<file path="config.mk">
export PLATFORM = sky130hd
export DESIGN_NAME = serial_bus_arbiter_rr_flat
export DESIGN_NICKNAME = d
export VERILOG_FILES = /design/src/rtl/serial_bus_arbiter_rr_if.sv /design/src/rtl/serial_bus_arbiter_rr.sv /design/src/flat_wrapper.sv
export SDC_FILE = /design/constraint.sdc
export NUM_CORES = 1
export LEC_CHECK = 0
export ABC_AREA = 0
export CORE_MARGIN = 1
export CORE_UTILIZATION = 46
export CTS_CLUSTER_SIZE = 16
export DETAILED_ROUTE_END_ITERATION = 12
export HOLD_SLACK_MARGIN = 0.05
export PLACE_DENSITY = 0.73
export SLEW_MARGIN = 5
export SYNTH_ARGS = -nofsm -noshare
export SYNTH_HDL_FRONTEND = slang
export SYNTH_SLANG_ARGS = --single-unit
</file>
<file path="constraint.sdc">
create_clock -name clk -period 1.4 [get_ports clk]
set_input_delay 0.28 -clock clk [delete_from_list [all_inputs] [get_ports clk]]
set_output_delay 0.28 -clock clk [all_outputs]
set_load 0.02 [all_outputs]
</file>
<file path="src/rtl/serial_bus_arbiter_rr_if.sv">
// Serial bus arbiter bundle: master serial lines, grant, captured address
// and decoder handshake. "master" is the arbiter side, "slave" the bus side.
interface serial_bus_arbiter_rr_if #(
    parameter int unsigned N_MASTERS = 2,
    parameter int unsigned ADDR_W    = 2
);
    logic [N_MASTERS-1:0] m_tx;
    logic [N_MASTERS-1:0] m_rx;
    logic [N_MASTERS-1:0] grant;
    logic [ADDR_W-1:0]    addr;
    logic                 addr_rdy;
    logic                 slv_ready;
    logic                 slv_responded;
    logic                 timeout_err;

    modport master (
        input  m_tx, slv_ready, slv_responded,
        output m_rx, grant, addr, addr_rdy, timeout_err
    );

    modport slave (
        output m_tx, slv_ready, slv_responded,
        input  m_rx, grant, addr, addr_rdy, timeout_err
    );
endinterface

</file>
<file path="src/rtl/serial_bus_arbiter_rr.sv">
// Round-robin N-master serial bus arbiter: grant, ACK, shift in the slave
// address, wait for the decoder with timeout, NACK on bad address/timeout.
// Ports: clk, rstn (async, active-low), bus (master modport of the _if).
module serial_bus_arbiter_rr #(
    parameter int unsigned N_MASTERS = 2,
    parameter int unsigned N_SLAVES  = 3,
    parameter int unsigned ADDR_W    = 2,
    parameter int unsigned TIMEOUT   = 16
) (
    input  logic                    clk,
    input  logic                    rstn,
    serial_bus_arbiter_rr_if.master bus
);
    localparam int unsigned GW = $clog2(N_MASTERS);
    localparam int unsigned CW = $clog2(ADDR_W + 1);
    localparam int unsigned TW = $clog2(TIMEOUT);

    typedef enum logic [2:0] {
        IDLE, ACK, ADDR, WAIT_SLV, BUSY, NACK
    } state_t;

    state_t               state_q, state_d;
    logic [GW-1:0]        last_q, last_d;
    logic [N_MASTERS-1:0] grant_q, grant_d;
    logic [ADDR_W-1:0]    addr_q, addr_d;
    logic [CW-1:0]        cnt_q, cnt_d;
    logic [TW-1:0]        tmr_q, tmr_d;
    logic                 to_q, to_d;

    logic                 found;
    logic [GW-1:0]        winner;
    logic [ADDR_W:0]      shift;

    // First requester searching upward from last+1, wrapping.
    always_comb begin
        found  = 1'b0;
        winner = last_q;
        for (int unsigned i = 1; i <= N_MASTERS; i++) begin
            int unsigned idx;
            idx = (32'(last_q) + i) % N_MASTERS;
            if (!found && bus.m_tx[idx]) begin
                found  = 1'b1;
                winner = GW'(idx);
            end
        end
    end

    // last_q doubles as the granted index while the bus is owned.
    assign shift = {addr_q, bus.m_tx[last_q]};

    always_comb begin
        state_d = state_q;
        last_d  = last_q;
        grant_d = grant_q;
        addr_d  = addr_q;
        cnt_d   = cnt_q;
        tmr_d   = tmr_q;
        to_d    = to_q;
        unique case (state_q)
            IDLE: begin
                if (found) begin
                    grant_d         = '0;
                    grant_d[winner] = 1'b1;
                    last_d          = winner;
                    state_d         = ACK;
                end
            end
            ACK: begin
                cnt_d   = '0;
                state_d = ADDR;
            end
            ADDR: begin
                addr_d = shift[ADDR_W-1:0];
                cnt_d  = cnt_q + 1'b1;
                if (cnt_q == CW'(ADDR_W - 1)) begin
                    tmr_d = '0;
                    to_d  = 1'b0;
                    if (32'(addr_d) < N_SLAVES) begin
                        state_d = WAIT_SLV;
                    end else begin
                        state_d = NACK;
                    end
                end
            end
            WAIT_SLV: begin
                if (tmr_q != '1) begin
                    tmr_d = tmr_q + 1'b1;
                end
                if (bus.slv_ready) begin
                    state_d = BUSY;
                end else if (tmr_q == TW'(TIMEOUT - 1)) begin
                    to_d    = 1'b1;
                    state_d = NACK;
                end
            end
            BUSY: begin
                if (bus.slv_responded) begin
                    grant_d = '0;
                    state_d = IDLE;
                end
            end
            NACK: begin
                grant_d = '0;
                to_d    = 1'b0;
                state_d = IDLE;
            end
            default: begin
                grant_d = '0;
                state_d = IDLE;
            end
        endcase
    end

    always_ff @(posedge clk or negedge rstn) begin
        if (!rstn) begin
            state_q <= IDLE;
            last_q  <= GW'(N_MASTERS - 1);
            grant_q <= '0;
            addr_q  <= '0;
            cnt_q   <= '0;
            tmr_q   <= '0;
            to_q    <= 1'b0;
        end else begin
            state_q <= state_d;
            last_q  <= last_d;
            grant_q <= grant_d;
            addr_q  <= addr_d;
            cnt_q   <= cnt_d;
            tmr_q   <= tmr_d;
            to_q    <= to_d;
        end
    end

    // Moore outputs: decoded from registered state only.
    assign bus.grant       = grant_q;
    assign bus.addr        = addr_q;
    assign bus.m_rx        = (state_q == ACK || state_q == NACK) ? grant_q : '0;
    assign bus.addr_rdy    = (state_q == WAIT_SLV) && (tmr_q == '0);
    assign bus.timeout_err = (state_q == NACK) && to_q;
endmodule

</file>
<file path="src/flat_wrapper.sv">
// flat-port wrapper written by rule: the top's interface ports become plain ports
module serial_bus_arbiter_rr_flat 
#(
    parameter int unsigned N_MASTERS = 2,
    parameter int unsigned N_SLAVES  = 3,
    parameter int unsigned ADDR_W    = 2,
    parameter int unsigned TIMEOUT   = 16
)
  (clk, rstn, bus_m_tx, bus_slv_ready, bus_slv_responded, bus_m_rx, bus_grant, bus_addr, bus_addr_rdy, bus_timeout_err);
  serial_bus_arbiter_rr_if #(.N_MASTERS(N_MASTERS), .ADDR_W(ADDR_W)) bus_i ();
  input  logic clk;
  input  logic rstn;
  input wire logic [$bits(bus_i.m_tx)-1:0] bus_m_tx;
  input wire logic [$bits(bus_i.slv_ready)-1:0] bus_slv_ready;
  input wire logic [$bits(bus_i.slv_responded)-1:0] bus_slv_responded;
  output wire logic [$bits(bus_i.m_rx)-1:0] bus_m_rx;
  output wire logic [$bits(bus_i.grant)-1:0] bus_grant;
  output wire logic [$bits(bus_i.addr)-1:0] bus_addr;
  output wire logic [$bits(bus_i.addr_rdy)-1:0] bus_addr_rdy;
  output wire logic [$bits(bus_i.timeout_err)-1:0] bus_timeout_err;
  assign bus_i.m_tx = bus_m_tx;
  assign bus_i.slv_ready = bus_slv_ready;
  assign bus_i.slv_responded = bus_slv_responded;
  assign bus_m_rx = bus_i.m_rx;
  assign bus_grant = bus_i.grant;
  assign bus_addr = bus_i.addr;
  assign bus_addr_rdy = bus_i.addr_rdy;
  assign bus_timeout_err = bus_i.timeout_err;
  serial_bus_arbiter_rr #(.N_MASTERS(N_MASTERS), .N_SLAVES(N_SLAVES), .ADDR_W(ADDR_W), .TIMEOUT(TIMEOUT)) u_core (.clk(clk), .rstn(rstn), .bus(bus_i));
endmodule
</file>
==> results of run 1 <==
==> flip-flops by register name, indices dropped and copies added, names as in the netlist <==
signal	flops
u_core.state_q	3
u_core.bus.grant	2
u_core.cnt_q	2
u_core.last_q	1
u_core.to_q	1
u_core.tmr_q	4
u_core.bus.addr	2
==> placed cells by master (no fill, tap or decap), drive strengths merged <==
master,n
a21oi,10
a221o,1
a221oi,1
a22o,3
a311oi,1
a31o,1
and2,2
and2b,1
and3,2
buf,33
clkbuf,3
clkdlybuf4s50,5
clkinvlp,1
dfrtp,14
dfstp,1
dlygate4sd2,4
ha,3
inv,5
mux2,3
nand2,8
nand2b,4
nand3,4
nand4b,1
nor2,5
nor2b,2
nor3,4
nor4b,1
o211ai,1
o21ai,10
o22a,1
o31ai,1
o32ai,1
or2,1
==> cell families (layout without fill, tap and decap cells) <==
family | after synthesis | in the layout | share of synthesized area
AO/OA/AOI/OAI | 31 | 31 | 0.222
adder cells (fa/ha/maj) | 3 | 3 | 0.0416
buffers and inverters | 11 | 51 | 0.0610
flip-flops | 15 | 15 | 0.417
multiplexers | 3 | 3 | 0.0374
AND/OR/NAND/NOR | 35 | 35 | 0.221
==> repair_timing <==
item,CTS,global route
pin swaps,4,20
setup buffers,3,11
resized for setup,44,36
setup endpoints to repair,15,14
==> worst min path at each step <==
stage,endpoint,start,cells past startpoint,slack (ps)
2_1_floorplan,u_core.bus.addr[0],rstn,0,-20
3_3_place_gp,u_core.last_q,u_core.last_q,2,490
3_5_place_dp,u_core.last_q,u_core.last_q,2,490
4_1_cts,u_core.tmr_q[3],rstn,2,290
5_1_grt,u_core.tmr_q[3],rstn,2,310
6_report,u_core.bus.addr[0],rstn,2,290
==> metal layers <==
layer,up-vias,wire [um],part of all wire,track usage
li1,439,-,-,-
met1,474,1330,0.42,0.320
met2,43,1590,0.50,0.456
met3,14,153,0.048,0.0314
met4,0,113,0.035,0.0941
met5,-,0,0,0
==> through the flow <==
step / hold slack, ps / TNS (ps) / instance area (um2) / utilization
global route: 313 / -1350 / 1490 / 0.838
floorplan: -15.6 / 0 / 908 / -
global placement: 489 / -1480 / 1150 / 0.647
CTS: 295 / -342 / 1260 / 0.708
finish: 293 / -787 / 1490 / 0.838
detailed placement: 492 / -1730 / 1150 / 0.647
==> critical path, stage by stage (launching register included) <==
cell and delay, ps:
dfrtp_1 410, nand2b_4 160, nor4b_4 240, buf_4 170
==> power by group <==
part	switching [uW]	internal [uW]
sequential	185	630
clock	163	108
combinational	1180	1160
total	1530	1900
==> layout make-up <==
| type | count | area (um2) |
|---|---|---|
| clock buffers | 3 | 22.5 |
| clock inverters | 1 | 7.51 |
| fillers | 98 | 289 |
| inverters | 5 | 18.8 |
| multi-input cells | 72 | 661 |
| flip-flops and latches | 15 | 379 |
| well taps | 25 | 31.3 |
| repair buffers | 42 | 374 |
==> results.md, run 1 <==
Global route:
- The number of global-route vias before repair was 815.
- The initial antenna violation count is 0.
- The first global-routing pass estimated 3.79 mm of wire.
- Across every metal layer, demand over resource in global routing totals 0.259.
- For this run the aggregate overflow at the end of global routing stands at 0.
- Entering global routing, the biggest net connects 16 pins.

Yosys:
- In the synthesized netlist the async set-or-reset flop fraction comes to 1.00.
- The cell area after synthesis is 902 um2.
- The total of flip-flops plus latches after synthesis is 15.
- The number of enable flip-flop cells after synthesis is 0.
- After synthesis, the most frequently instantiated cells are dfrtp_1 (14), a21oi_1 (10), o21ai_0 (9), nand2_1 (8).
- Synthesis produced a netlist whose cell count is 98.
- Yosys printed 0 warnings.
- The count of different cell masters after synthesis is 34.
- Yosys attributes the largest share of cell area to dfrtp_1 (39%), a21oi_1 (5.5%), o21ai_0 (5.0%), ha_1 (4.2%), mux2_2 (3.7%).
- Of the post-synthesis cell area, the dominant cell type holds 0.388.
- The fraction of the yosys area taken by sequential cells is 0.417.
- The cell taking the most area after synthesis is dfrtp_1.
- Each instance of the synthesized netlist takes up on average 9.21 um2.
- The most used flip-flop cell after synthesis is dfrtp_1.
- The number of nets handed over by synthesis was 107.
- The most common cell in the synthesized netlist is dfrtp_1.

Critical path:
- In this run the worst path has a maximum fanout of 2.
- The depth of the most critical reg-to-reg path is 6.
- The capture point of the critical path is bus_addr_rdy.
- The required time of the critical path is 1120 ps.
- The type of the setup path with the least slack is reg -> out.
- The timing startpoint of the critical path is u_core.tmr_q[3].
- STA classifies the critical path endpoint as an output port.
- The critical register-to-register path startpoint is u_core.tmr_q[1].
- In this run the critical register-to-register path is captured at u_core.tmr_q[3].
- The worst setup path is launched from a register.
- Data arrives at the worst endpoint at 1270 ps.
- For flop-to-flop paths, the worst setup slack is -100 ps.

Placed design:
- The congestion estimate from routability-driven global placement came to 0.851.
- The placed instance count is 146.
- The sum of net half-perimeters after detailed placement is 1.57 mm.
- The worst setup slack after placement is -296 ps.
- During placement, the flow inserted port buffers numbering 13.

Power:
- Summed over all cells, the static leakage comes to 0.000641 uW.
- The power consumption is 3430 uW.
- Power spread over the standard cell area amounts to 2300 nW/um2.
- VDD sags by at most 0.00165 V.

Clock tree:
- The clock net in this run drives a total of 15 sinks.
- The clock tree root buffer cell is clkbuf_4.
- The maximum buffer depth of the clock tree is 2.
- The clock tree from TritonCTS is built.
- In this run the number of H-tree levels came out at 1.
- After clock tree synthesis, the clock-pin slew on the worst setup and hold paths is 110 ps.
- The number of hold buffers added after CTS was 0.
- The clock insertion delay at the later pin of the skew report is 290 ps.
- The number of clock buffers inserted by TritonCTS is 3.

Timing:
- Across all setup checks in the final design, the least slack found is -154 ps.
- The worst-case headroom to the max-slew limit is 0.827.
- On the final layout, the worst clock skew is 11.5 ps.
- At the pin with the least slew margin, the transition time is 257 ps.
- Setup repair after global routing could not meet its margin everywhere.
- The fmax is 0.644 GHz.
- The count of endpoints failing hold in the final timing report is 0.
- The post-route fraction of the period consumed by the critical path is 1.11.
- The final max-slew violation count is 0.
- The final number of setup-violating endpoints is 11.
- Counting I/O delays and the setup requirement, the final critical path takes 1550 ps.

Layout:
- In the final layout, the share of cells above drive strength 1 is 0.558.
- The number of nets in the finished design is 148.
- From synthesis to final layout, the design area changed by 65.6%.
- The antenna diode instance count is 0.
- Excluding fillers, the count of instances in the completed layout stands at 163.

Run status:
- The final reports fail on setup timing.
- The run finished, with violations left.

Floorplanning:
- The full die area is 2140 um2.
- The row count is 15.
- The initial cell density of the core is 0.506.
- The core region is 1780 um2.
- The top-level port count is 14.
- The die outline height is 46.3 um.
- The die is 46.3 um wide.

Flow run:
- Across the run, the number of max-cap violations was 0.

Routing:
- The final layout contains routed wiring with a total length of 3.19 mm.
- Once detail routing completed, the nets flagged for antenna violations numbered 0.
- The first routing iteration left 18 violations.
- The number of vias per cell after detailed routing is 5.95.
- The total vias in the final route is 970.
- The remaining design rule violation count is 0.
- The detailed-routing iteration count for the pre-antenna-repair pass is 4.
- The wire length per cell after detailed routing is 19.5 um.

Min path:
- The min-delay analysis places its worst path in the category in -> async.
Power figures use the tool's default switching activity.
==> run 2, diff against run 1 <==
--- a/config.mk
+++ b/config.mk
@@ -8,6 +8,7 @@
 export ABC_AREA = 0
 export CORE_MARGIN = 1
 export CORE_UTILIZATION = 46
+export CTS_CLUSTER_DIAMETER = 50
 export CTS_CLUSTER_SIZE = 16
 export DETAILED_ROUTE_END_ITERATION = 12
 export HOLD_SLACK_MARGIN = 0.05
==> results of run 2 <==
The final DEF is identical to that of run 1; final timing and power are the same.
==> run 3, diff against run 2 <==
--- a/config.mk
+++ b/config.mk
@@ -7,12 +7,12 @@
 export LEC_CHECK = 0
 export ABC_AREA = 0
 export CORE_MARGIN = 1
-export CORE_UTILIZATION = 46
+export CORE_UTILIZATION = 35
 export CTS_CLUSTER_DIAMETER = 50
 export CTS_CLUSTER_SIZE = 16
 export DETAILED_ROUTE_END_ITERATION = 12
 export HOLD_SLACK_MARGIN = 0.05
-export PLACE_DENSITY = 0.73
+export REMOVE_ABC_BUFFERS = 1
 export SLEW_MARGIN = 5
 export SYNTH_ARGS = -nofsm -noshare
 export SYNTH_HDL_FRONTEND = slang
==> run 3 against run 2 <==
Critical endpoint unchanged. The flow still finishes with violations (setup timing). Maximum frequency is essentially flat. Clock skew shrank 3.1 ps. Cell count grew 0.61%. Highest routed layer unchanged. Critical path type unchanged. Combinational power shrank 9.8%. Setup slack lost 0.90 ps. Register-to-register slack gained 40 ps. Cell area shrank 3.6%. Largest cell class unchanged. Hold slack lost 11 ps. Routed wire length shrank 24%. Flip-flop and latch count is the same.
==> results.md, run 3 (synthesized netlist as in run 1, its figures left out) <==
Run status:
- The run finished, with violations left.
- The checks that failed: setup timing.

Layout:
- Leaving out fill and tap cells, the most frequent cell in the layout is buf_4.
- The most flop-heavy register is u_core.tmr_q.
- The ratio of cells with drive above 1 in the final layout is 0.515 (-0.0430).
- The antenna diode instance count came to 0 (unchanged).
- The filler-free cell count of the finished design is 164 (+0.61%).
- The library cells used most frequently in the layout, excluding fill and tap cells, are buf_4 (18), dfrtp_1 (13), buf_6 (9), a21oi_1 (7).
- The combined area of the multi-input logic cells is 622 um2 (-5.9%).
- The number of nets in the finished design was 144 (-2.7%).
- The number of fill cells is 203 (+110%).
- The number of flip-flops under the largest register name is 4 (unchanged).
- The largest registers in the layout are u_core.tmr_q x4, u_core.state_q x3.
- The area used by sequential logic in the layout is 378 um2 (-0.33%).
- From synthesis to final layout, the design area changed by 59.6%.

Global route:
- The initial antenna violation count was 0 (unchanged).
- The overall track demand over capacity in global routing is 0.185 (-0.0733).
- The residual overflow from global routing was 0 (unchanged).
- The met3 demand-to-capacity share in global routing is 0.0609 (+0.0295).
- The highest-utilization routing layer at the global route stage is met2.
- The pin count of the biggest net entering global routing is 16 (unchanged).
- The fraction of met1 tracks used by global routing is 0.223 (-0.0969).
- The number of global-route vias before repair is 768 (-5.8%).
- The met2 track demand over resource is 0.316 (-0.140).
- The wire length of the first global-routing pass is 3.56 mm (-6.0%).

Min path:
- The type of the worst min-delay path is in -> async.

Timing:
- The time the worst path needs with I/O delays and setup came to 1550 ps (+0.904 ps).
- The worst setup slack after layout is -155 ps (-0.904 ps).
- The fmax came to 0.643 GHz (about the same).
- The post-route fraction of the period consumed by the critical path is 1.11 (about the same).
- The count of endpoints failing hold in the final timing report is 0 (unchanged).
- The worst-case headroom to the max-slew limit is 0.803 (-0.0236).
- The transition time at the pin with the least slew margin is 293 ps (+35.6 ps).
- The final number of setup-violating endpoints came to 9 (-2).
- The final clock skew was 8.39 ps (-3.13 ps).
- Setup repair after global routing could not meet its margin everywhere.
- The final max-slew violation count came to 0 (unchanged).

Power:
- The share of total power in combinational logic came to 0.666 (-0.018).
- The internal power of the cells is 1840 uW (-3.3%).
- The switching power share of the total came to 0.421 (-0.0249).
- The static leakage is 0.000626 uW (-2.2%).
- The net load switching power is 1340 uW (-13%).
- The power per cell area came to 2210 nW/um2 (-4.0%).
- The clock group share of total power is 0.084 (+0.005).
- The worst supply voltage drop on vdd is 0.00133 V (-19%).
- The portion of total power attributed to sequential cells is 0.250 (+0.013).
- The power consumption came to 3180 uW (-7.5%).

Flow run:
- The number of max-capacitance violations reported came to 0 (unchanged).

Routing:
- The detailed-routing iteration count for the pre-antenna-repair pass was 4 (unchanged).
- The number of vias per cell after detailed routing is 5.35 (-10%).
- The initial DRC count is 7 (-11).
- The aggregate routed wire length came to 2.43 mm (-24%).
- The total vias in the final route is 877 (-9.6%).
- The wire length per cell after detailed routing is 14.8 um (-24%).
- The remaining design rule violation count was 0 (unchanged).
- The count of nets left with antenna violations after detail routing is 0 (unchanged).

Floorplanning:
- The top-level port count came to 14 (unchanged).
- The row count was 18 (+3).
- The full die area is 2780 um2 (+30%).
- The die outline height is 52.8 um (+14%).
- The die span in x is 52.8 um (+14%).
- The initial cell density of the core is 0.367 (-0.138).
- The placeable core region is 2450 um2 (+38%).

Clock tree:
- The clock-pin transition on the worst setup and hold timing paths came to 100 ps (about the same).
- The number of clock buffers inserted by TritonCTS is 3 (unchanged).
- The maximum buffer depth of the clock tree came to 2 (unchanged).
- The root buffer cell chosen for the clock tree is clkbuf_4.
- The total clock sinks is 15 (unchanged).
- TritonCTS built the clock tree.
- The number of levels in the clock H-tree is 1 (unchanged).
- The clock insertion delay at the later pin of the skew report was 300 ps (about the same).

Placed design:
- The count of port buffers added during placement is 13 (unchanged).
- The last weighted congestion value of the routability-driven placer is 0.771 (-9.3%).
- The sum of net half-perimeters after detailed placement is 1.58 mm (+0.77%).
- The placed instance count is 155 (+6.2%).
- The worst setup slack after placement is -370 ps (-74.1 ps).

Critical path:
- The signal on the critical path passes through nand2b_4 > nor4b_4 > buf_4.
- STA classifies the critical path startpoint as a register.
- Among all stages on the critical path, the largest delay is contributed by dfrtp_1.
- The cell family contributing the most delay on the critical path is flip-flops.
- The worst setup path is of the reg -> out kind.
- The maximum fanout along the worst path was 2 (unchanged).
- The buffers plus inverters on the worst setup path is 1 (unchanged).
- The arrival time of data at the critical path endpoint is 1270 ps (about the same).
- STA classifies the critical path endpoint as an output port.
- The required time of the critical path is 1120 ps (about the same).
- The highest cell delay on the worst timing path is 410 ps (about the same).
[run 3: cell count changes in the layout (fill, tap and decap cells not counted), moves of 2 or more]
| cell | previous run | this run |
|---|---|---|
| nand2_2 | 5 | 2 |
| nand2_1 | 3 | 5 |
| inv_2 | 0 | 2 |
| inv_1 | 5 | 3 |
| buf_4 | 22 | 18 |
| buf_6 | 11 | 9 |
[run 3: metrics by stage]
stage	hold WS (ps)	TNS [ps]	utilization	area, um2
global placement	491	-1820	0.482	1180
finish	282	-627	0.587	1440
global route	294	-1170	0.587	1440
CTS	282	-479	0.535	1310
detailed placement	498	-2020	0.482	1180
floorplan	-15.6	-449	-	866
[run 3: timing repair]
item	4_1_cts	5_1_grt
gates resized for setup	50	25
pin swaps	5	9
endpoints found under the setup margin	14	13
hold buffers	0	0
setup buffers	6	4
[run 3: area by class of cell]
class | instances | area share
repair buffers | 38 | 0.248
multi-input cells | 72 | 0.432
clock inverters | 1 | 0.00348
well taps | 30 | 0.0261
clock buffers | 3 | 0.0156
inverters | 5 | 0.0130
flip-flops and latches | 15 | 0.262
[run 3: power groups by stage]
stage / sequential, uW / combinational [uW] / clock, uW
3_3_place_gp: 757 / 1540 / 0
3_5_place_dp: 764 / 1560 / 0
6_report: 793 / 2120 / 267
5_1_grt: 812 / 2270 / 295
2_1_floorplan: 916 / 728 / 0
4_1_cts: 773 / 1790 / 273
[run 3: worst paths after layout]
| path | slack (ps) | endpoint | cells after the start | start |
|---|---|---|---|---|
| worst max register to register | -60 | u_core.state_q[1] | 6 | u_core.state_q[0] |
| worst min register to register | 510 | u_core.last_q | 2 | u_core.last_q |
| worst min-delay path | 280 | u_core.cnt_q[1] | 2 | rstn |
| max in group asynchronous | 870 | u_core.last_q | 2 | rstn |
| min in group clk | 510 | u_core.last_q | 2 | u_core.last_q |
| worst max-delay path | -150 | bus_addr_rdy | 3 | u_core.tmr_q[3] |
[run 3: layer usage]
layer,share of wire,up-vias
met1,0.41,427
met3,0.050,5
met2,0.52,22
met5,0,-
li1,-,423
met4,0.016,0
